File: config.mk
export PLATFORM = sky130hd
export DESIGN_NAME = serial_deserializer_flat
export DESIGN_NICKNAME = d
export VERILOG_FILES = /design/src/rtl/serial_deserializer_if.sv /design/src/rtl/serial_deserializer.sv /design/src/flat_wrapper.sv
export SDC_FILE = /design/constraint.sdc
export NUM_CORES = 1
export LEC_CHECK = 0
export ABC_AREA = 0
export BUFFER_PORTS_ARGS = -buffer_cell sky130_fd_sc_hd__buf_4
export CORE_MARGIN = 8
export CORE_UTILIZATION = 49
export DETAILED_ROUTE_END_ITERATION = 10
export PLACE_DENSITY = 0.71
export SETUP_SLACK_MARGIN = 0.05
export SLEW_MARGIN = 20
export SYNTH_ARGS = -nofsm -noshare
export SYNTH_HDL_FRONTEND = slang
export SYNTH_SLANG_ARGS = --single-unit
File: constraint.sdc
create_clock -name clock -period 1.8 [get_ports clock]
set_input_delay 0.27 -clock clock [delete_from_list [all_inputs] [get_ports clock]]
set_output_delay 0.27 -clock clock [all_outputs]
set_load 0.01 [all_outputs]
File: src/rtl/serial_deserializer_if.sv
// Signal bundle between the serial line and the word-level consumer of serial_deserializer.
// data_valid is a single-cycle strobe: Data_OUT is captured that cycle, there is no ready/backpressure.
interface serial_deserializer_if #(
   parameter int DATA_WIDTH = 8
);
   logic                  serial_in;
   logic [DATA_WIDTH-1:0] Data_OUT;
   logic                  data_valid;
   logic                  framing_error;
   logic                  busy;
   logic [2:0]            state_dbg;

   modport master (
      output serial_in,
      input  Data_OUT, data_valid, framing_error, busy, state_dbg
   );

   modport slave (
      input  serial_in,
      output Data_OUT, data_valid, framing_error, busy, state_dbg
   );
endinterface

File: src/rtl/serial_deserializer.sv
// Receiver for start/data(LSB first)/stop frames: centre-samples each bit with a cycle counter
// and presents the assembled word with a one-cycle valid strobe, or flags a bad stop bit.
module serial_deserializer #(
   parameter int DATA_WIDTH   = 8,
   parameter int CLKS_PER_BIT = 16
) (
   input logic              clock,
   input logic              reset,
   serial_deserializer_if.slave bus
);
   localparam int CW = $clog2(CLKS_PER_BIT);
   localparam int IW = $clog2(DATA_WIDTH);
   localparam logic [CW-1:0] CNT_LAST = CW'(CLKS_PER_BIT - 1);
   localparam logic [CW-1:0] CNT_HALF = CW'(CLKS_PER_BIT / 2 - 1);
   localparam logic [IW-1:0] IDX_LAST = IW'(DATA_WIDTH - 1);

   typedef enum logic [2:0] {
      IDLE    = 3'd0,
      START   = 3'd1,
      DATA    = 3'd2,
      STOP    = 3'd3,
      RECOVER = 3'd4
   } state_t;

   state_t                state, state_n;
   logic                  rx_meta, rx_s;
   logic [CW-1:0]         bit_cnt, bit_cnt_n;
   logic [IW-1:0]         bit_idx, bit_idx_n;
   logic [DATA_WIDTH-1:0] shift, shift_n;
   logic [DATA_WIDTH-1:0] data_q, data_n;
   logic                  valid_q, valid_n;
   logic                  ferr_q, ferr_n;

   // Two-flop synchronizer; resets to the idle line level so no false start follows reset.
   always_ff @(posedge clock or posedge reset) begin
      if (reset) begin
         rx_meta <= 1'b1;
         rx_s    <= 1'b1;
      end else begin
         rx_meta <= bus.serial_in;
         rx_s    <= rx_meta;
      end
   end

   always_ff @(posedge clock or posedge reset) begin
      if (reset) begin
         state   <= IDLE;
         bit_cnt <= '0;
         bit_idx <= '0;
         shift   <= '0;
         data_q  <= '0;
         valid_q <= 1'b0;
         ferr_q  <= 1'b0;
      end else begin
         state   <= state_n;
         bit_cnt <= bit_cnt_n;
         bit_idx <= bit_idx_n;
         shift   <= shift_n;
         data_q  <= data_n;
         valid_q <= valid_n;
         ferr_q  <= ferr_n;
      end
   end

   always_comb begin
      state_n   = state;
      bit_cnt_n = bit_cnt;
      bit_idx_n = bit_idx;
      shift_n   = shift;
      data_n    = data_q;
      valid_n   = 1'b0;
      ferr_n    = 1'b0;
      case (state)
         IDLE: begin
            bit_cnt_n = '0;
            if (!rx_s) state_n = START;
         end
         START: begin
            // Half a bit in: confirm the start bit, else treat it as a glitch.
            if (bit_cnt == CNT_HALF) begin
               bit_cnt_n = '0;
               bit_idx_n = '0;
               state_n   = rx_s ? IDLE : DATA;
            end else begin
               bit_cnt_n = bit_cnt + 1'b1;
            end
         end
         DATA: begin
            if (bit_cnt == CNT_LAST) begin
               bit_cnt_n = '0;
               shift_n   = {rx_s, shift[DATA_WIDTH-1:1]};
               if (bit_idx == IDX_LAST) state_n = STOP;
               else bit_idx_n = bit_idx + 1'b1;
            end else begin
               bit_cnt_n = bit_cnt + 1'b1;
            end
         end
         STOP: begin
            if (bit_cnt == CNT_LAST) begin
               bit_cnt_n = '0;
               if (rx_s) begin
                  data_n  = shift;
                  valid_n = 1'b1;
                  state_n = IDLE;
               end else begin
                  ferr_n  = 1'b1;
                  state_n = RECOVER;
               end
            end else begin
               bit_cnt_n = bit_cnt + 1'b1;
            end
         end
         RECOVER: begin
            bit_cnt_n = '0;
            if (rx_s) state_n = IDLE;
         end
         default: begin
            state_n   = IDLE;
            bit_cnt_n = '0;
         end
      endcase
   end

   assign bus.Data_OUT      = data_q;
   assign bus.data_valid    = valid_q;
   assign bus.framing_error = ferr_q;
   assign bus.busy          = (state != IDLE);
   assign bus.state_dbg     = state;
endmodule
File: src/flat_wrapper.sv
// flat-port wrapper written by rule: the top's interface ports become plain ports
module serial_deserializer_flat 
#(
   parameter int DATA_WIDTH   = 8,
   parameter int CLKS_PER_BIT = 16
)
  (clock, reset, bus_serial_in, bus_Data_OUT, bus_data_valid, bus_framing_error, bus_busy, bus_state_dbg);
  serial_deserializer_if #(.DATA_WIDTH(DATA_WIDTH)) bus_i ();
  input logic clock;
  input logic reset;
  input wire logic [$bits(bus_i.serial_in)-1:0] bus_serial_in;
  output wire logic [$bits(bus_i.Data_OUT)-1:0] bus_Data_OUT;
  output wire logic [$bits(bus_i.data_valid)-1:0] bus_data_valid;
  output wire logic [$bits(bus_i.framing_error)-1:0] bus_framing_error;
  output wire logic [$bits(bus_i.busy)-1:0] bus_busy;
  output wire logic [$bits(bus_i.state_dbg)-1:0] bus_state_dbg;
  assign bus_i.serial_in = bus_serial_in;
  assign bus_Data_OUT = bus_i.Data_OUT;
  assign bus_data_valid = bus_i.data_valid;
  assign bus_framing_error = bus_i.framing_error;
  assign bus_busy = bus_i.busy;
  assign bus_state_dbg = bus_i.state_dbg;
  serial_deserializer #(.DATA_WIDTH(DATA_WIDTH), .CLKS_PER_BIT(CLKS_PER_BIT)) u_core (.clock(clock), .reset(reset), .bus(bus_i));
endmodule
==> metrics.cfg, run 1 <==
[critical_path]
crit_arrival_ps=1910
path_cells=ha_2, ha_4, or3_1, nor3_2, nor2_2, mux2_4
critPathMaxFanout=3
critical-path-max-stage-delay_ps=390
path_class=register to register
critPathBufInv=0
critical-path-top-delay-family=simple AND/OR/NAND/NOR gates
end_kind=register
start_kind=register
cp.required_ps=2020
r2r_slack_ps=110
slowest_stage=dfrtp_1

[timing]
finalMaxSlewViolations=0
hold_viol_final=0
skew_ps=8.39
finalCritPeriodShare_pct=93.9
fin_tns_setup_ps=0
rsz0062_at_grt=true
tightest_slew_ps=370
finalSetupViolCount=0
fin_crit_ps=1690
max_freq_mhz=592
slew-limit-headroom_pct=75.3

[layout]
num_antenna_cells=0
nets=127
area_delta_synth_final_pct=25.4
drive_above_1_share_pct=54.9
final_area_sq_mm=0.00161

[route]
post-route-drc-count=0
vias_per_cell=5.18
ant_nets=0
drt_iter0_drc=15
drt_pass1_iterations=2
wl_per_cell_um=14.9
vias=787
routed_wl_um=2260

[power]
peakVddDrop_uv=833
p_per_area_mw_per_mm2=1160
clockPowerShare_pct=21.9
p_seq_share_pct=49.3
netSwitchingFraction_pct=30.9
switching_power_mw=0.577
power.leakage_nw=0.786
p_comb_share_pct=28.8
p_int_mw=1.29

[clock_network]
clk_path_buf_depth=2
cts_tree=built
clock_latency_ps=330
root_buffer=clkbuf_4
clk_pin_slew_ps=90
cts_hold_buf=0
cts_max_level=2
numCtsBuffers=5
cts.sinks=30

[logic_synthesis]
ys_warn_count=0
yosysSeqAreaShare_pct=58.7
avgSynthCellArea_sq_um=14.6
synthTopCellsByArea=dfrtp_1 55%, mux2_2 15%, dfstp_2 4.1%
synth_nets=94
synth_top_area_share_pct=54.6
synth.distinct_cells=28
yosysTopAreaCell=dfrtp_1
synthCells=88
synth_area_sq_mm=0.00128
ys_seq_elements=30

[floorplan]
start_util_pct=51.8
dieArea_sq_mm=0.00451
dieHeight_um=67.2
core-area_sq_mm=0.00248
core.rowCount=18
die_x_um=67.2
io_pins=17

[grt]
grt_pass1_vias=855
antenna_found_initial=0
grt_max_degree=31
grt_pass1_wl_um=3950
grt.total_usage_pct=11.8
grt_overflow=0

[placement]
placed_area_sq_mm=0.00149
hpwl_um=1570
gp_congestion=0.780
place.port_buffers=16

[run]
maxCapViolCount=0

[status]
status=complete, no violations

[worst_hold_path]
hold_path.class=input port to asynchronous set/reset pin

flip-flops by register name (all words and copies together), names as in the netlist:
name / flops
u_core.shift: 8
u_core.bit_idx: 3
u_core.bus.Data_OUT: 8
u_core.bus.state_dbg: 3
u_core.bus.data_valid: 1
u_core.bit_cnt: 4
u_core.rx_s: 1
u_core.bus.framing_error: 1
u_core.rx_meta: 1
what timing repair did:
action | 4_1_cts | 5_1_grt
pin swaps | 0 | 0
resized for setup | 2 | 6
cloned | 0 | 0
setup endpoints to repair | 2 | 12
buffers inserted | 2 | 2
power groups by stage:
stage	combinational, mW	sequential (mW)	clock, mW
CTS	0.490	0.929	0.428
global placement	0.451	0.933	0
global route	0.599	0.936	0.463
detailed placement	0.466	0.943	0
floorplan	0.379	0.900	0
finish	0.537	0.920	0.409
final timing paths:
path	start	endpoint	cells past startpoint
worst max-delay path	u_core.bit_idx[0]	u_core.bit_idx[0]	6
worst min-delay path	reset	u_core.bus.data_valid	3
worst max register to register	u_core.bit_idx[0]	u_core.bit_idx[0]	6
worst min register to register	u_core.rx_meta	u_core.rx_s	0
max in group asynchronous	reset	u_core.rx_meta	3
min in group clock	bus_serial_in	u_core.rx_meta	1
cell usage in the layout (no fill, tap or decap), drive strengths merged, types with 2 or more instances in the layout:
master  Yosys  layout
buf         3      29
dfrtp      28      28
mux2       17      17
clkbuf      0       7
nor2        4       4
nor4        4       4
nor3        4       4
xnor2       3       3
nand2       3       3
ha          3       3
or3         2       2
nor3b       2       2
a22o        2       2
dfstp       2       2
cell families after synthesis:
| group | count (synthesis) | synth area share [%] |
|---|---|---|
| DFF | 30 | 58.7 |
| and+or+nand+nor | 24 | 14.1 |
| muxes | 17 | 14.9 |
| AOI/OAI and AO/OA | 7 | 5.76 |
| buffers and inverters | 4 | 1.46 |
| xor gates and xnor gates | 3 | 2.05 |
| adders and majority gates | 3 | 2.93 |
through the flow:
| step | util (%) | setup slack [ps] | hold WS, ps | instances | power, mW |
|---|---|---|---|---|---|
| floorplan | - | 85.1 | 274 | 88 | 1.28 |
| global placement | 60.3 | 123 | 347 | 140 | 1.38 |
| detailed placement | 60.3 | 60.5 | 347 | 140 | 1.41 |
| CTS | 63.4 | 46.6 | 12.2 | 150 | 1.85 |
| global route | 64.9 | 36.4 | 33.6 | 152 | 2.00 |
| finish | 64.9 | 111 | 6.54 | 152 | 1.86 |
cell type report:
cell class / count / area, sq um
fill: 200 / 870
clock buffer: 7 / 55.1
clock inverter: 1 / 5.00
multi-input combinational: 54 / 532
tap: 30 / 37.5
timing repair buffer: 29 / 218
sequential: 30 / 757
inverter: 1 / 3.75
cells in the mapped netlist:
| cell type | count |
|---|---|
| mux2_2 | 17 |
| a21oi_1 | 1 |
| a21o_1 | 1 |
| nor3_1 | 2 |
| nand2_1 | 2 |
| nor4_1 | 3 |
| and2_1 | 1 |
| nand2b_1 | 1 |
| nand2_4 | 1 |
| a22o_1 | 2 |
| xnor2_1 | 3 |
| nor2_1 | 4 |
| a311oi_4 | 1 |
| ha_1 | 3 |
| nor2b_1 | 1 |
| dfstp_2 | 2 |
| nor4_4 | 1 |
| nor3b_1 | 2 |
| nand3_1 | 1 |
| dfrtp_1 | 28 |
| buf_2 | 3 |
| a211o_1 | 1 |
| nand3b_4 | 1 |
| nor3_2 | 1 |
| nor3_4 | 1 |
| inv_1 | 1 |
| a2bb2oi_1 | 1 |
| or3_1 | 2 |
routing by layer:
layer / vias to the layer above / part of all wire (%) / track usage (%)
met5: - / 0 / 0
met4: 0 / 1.8 / 5.48
met3: 5 / 6.0 / 5.30
met2: 16 / 46 / 17.9
met1: 382 / 47 / 14.2
li1: 384 / - / -
worst register-to-register path, stage by stage (launching register included):
cell	delay [ps]
dfrtp_1	390
ha_2	200
ha_4	150
or3_1	310
nor3_2	170
nor2_2	80
mux2_4	270
No activity file was read; power rests on OpenSTA's default activity.
==> run 2, diff against run 1 <==
--- a/config.mk
+++ b/config.mk
@@ -10,7 +10,7 @@
 export CORE_MARGIN = 8
 export CORE_UTILIZATION = 49
 export DETAILED_ROUTE_END_ITERATION = 10
-export PLACE_DENSITY = 0.71
+export PLACE_DENSITY = 0.68
 export SETUP_SLACK_MARGIN = 0.05
 export SLEW_MARGIN = 20
 export SYNTH_ARGS = -nofsm -noshare
==> constraint.sdc (replaced) <==
create_clock -name clock -period 1.85 [get_ports clock]
set_input_delay 0.2775 -clock clock [delete_from_list [all_inputs] [get_ports clock]]
set_output_delay 0.2775 -clock clock [all_outputs]
set_load 0.01 [all_outputs]
==> metrics.cfg, run 2 (synthesized netlist as in run 1, its figures left out) <==
[status]
status=complete, no violations

[power]
p_per_area_mw_per_mm2=1110
power.leakage_nw=0.771
switching_power_mw=0.556
peakVddDrop_uv=682
netSwitchingFraction_pct=31.4
p_seq_share_pct=51.1
p_comb_share_pct=26.4
p_int_mw=1.21
clockPowerShare_pct=22.4

[clock_network]
clk_path_buf_depth=2
numCtsBuffers=5
root_buffer=clkbuf_4
cts_tree=built
clk_pin_slew_ps=90
cts.sinks=30
clock_latency_ps=320
cts_max_level=2

[critical_path]
r2r_slack_ps=70
path_cells=ha_2, ha_2, or3_4, nor3_4, nor2_2, mux2_2
crit_arrival_ps=1990
regToRegEndpoint=u_core.bit_idx[0]
end_kind=register
cp_common_cell=ha_2
start_kind=register
startpoint=u_core.bit_idx[0]
reg2reg_depth=6
critPathMaxFanout=3
worstReg2RegStart=u_core.bit_idx[0]
slowest_stage=dfrtp_1
cp.required_ps=2060
critical-path-top-delay-family=simple AND/OR/NAND/NOR gates
critPathBufInv=0
critical-path-max-stage-delay_ps=400
path_class=register to register

[timing]
fin_crit_ps=1780
fin_ws_ps=73.0
slew-limit-headroom_pct=71.4
max_freq_mhz=563
fin_tns_setup_ps=0
tightest_slew_ps=428
rsz0062_at_grt=true
finalMaxSlewViolations=0
finalSetupViolCount=0
skew_ps=12.3
finalCritPeriodShare_pct=96.1
hold_viol_final=0

[run]
maxCapViolCount=0

[floorplan]
die_x_um=67.2
dieArea_sq_mm=0.00451
core-area_sq_mm=0.00248
dieHeight_um=67.2
core.rowCount=18
io_pins=17
start_util_pct=51.8

[layout]
layout_commonest_cell=dfrtp_1
area_delta_synth_final_pct=24.0
nets=125
layout_common_cells=27 x dfrtp_1, 26 x buf_4, 17 x mux2_2
drive_above_1_share_pct=52.5
num_antenna_cells=0
nFillCells=208
utilization_pct=64.2

[grt]
grt.total_usage_pct=11.1
grt_pass1_wl_um=3740
grt_max_degree=21
grt_overflow=0
grt_pass1_vias=811
antenna_found_initial=0

[route]
drt_pass1_iterations=4
vias=795
wl_per_cell_um=14.8
vias_per_cell=5.30
post-route-drc-count=0
drt_iter0_drc=45
routed_wl_um=2220
ant_nets=0

[worst_hold_path]
holdPathEnd=u_core.rx_meta
hold_path.class=input port to register
min_from=bus_serial_in
worstHoldPathCells=1

[placement]
place.port_buffers=16
hpwl_um=1620
pre_cts_ws_ps=133
gp_congestion=0.807

[run 2: cell count changes in the layout (fill, tap and decap cells not counted), sizes merged]
cell / delta
buf: -3
dlygate4sd3: +1
[run 2: per-stage QoR]
| stage | hold WS, ps | power [mW] | area (sq um) | std cells |
|---|---|---|---|---|
| 2_1_floorplan | 282 | 1.24 | 1280 | 88 |
| 3_3_place_gp | 289 | 1.34 | 1490 | 140 |
| 3_5_place_dp | 300 | 1.36 | 1490 | 140 |
| 4_1_cts | 47.7 | 1.77 | 1560 | 149 |
| 5_1_grt | 29.7 | 1.89 | 1590 | 150 |
| 6_report | 66.6 | 1.77 | 1590 | 150 |
[run 2: layout make-up]
cell class	instances	area (sq um)	share of cell area, %
tap	30	37.5	2.36
timing repair buffer	27	205	12.9
clock inverter	1	5.00	0.315
multi-input combinational	54	529	33.3
clock buffer	7	55.1	3.46
inverter	1	3.75	0.236
sequential	30	754	47.4
[run 2: routing by layer]
layer	up-vias	share of wire, %	track usage [%]
li1	378	-	-
met1	399	43	12.6
met2	13	51	17.8
met3	5	4.9	4.97
met4	0	1.1	4.70
met5	-	0	0
[run 2: how the worst max path moves through the flow]
stage | endpoint | slack, ps | cells after the start
after floorplan | u_core.bit_idx[0] | 140 | 6
after global placement | u_core.shift[6] | 160 | 5
after detailed placement | u_core.shift[6] | 130 | 5
after CTS | bus_busy | 80 | 3
after global routing | u_core.bit_idx[0] | 7 | 6
final | u_core.bit_idx[0] | 70 | 6
[run 2: power groups by stage]
stage	sequential [mW]	combinational [mW]	clock (mW)
2_1_floorplan	0.876	0.369	0
3_3_place_gp	0.908	0.434	0
3_5_place_dp	0.917	0.446	0
4_1_cts	0.903	0.450	0.412
5_1_grt	0.921	0.518	0.449
6_report	0.906	0.468	0.397
[run 2: repair_timing]
action | 4_1_cts | 5_1_grt
hold endpoints to repair | 10 | 0
gates resized for setup | 0 | 6
buffers inserted | 0 | 1
endpoints found under the setup margin | 0 | 2
hold buffers | 1 | 0
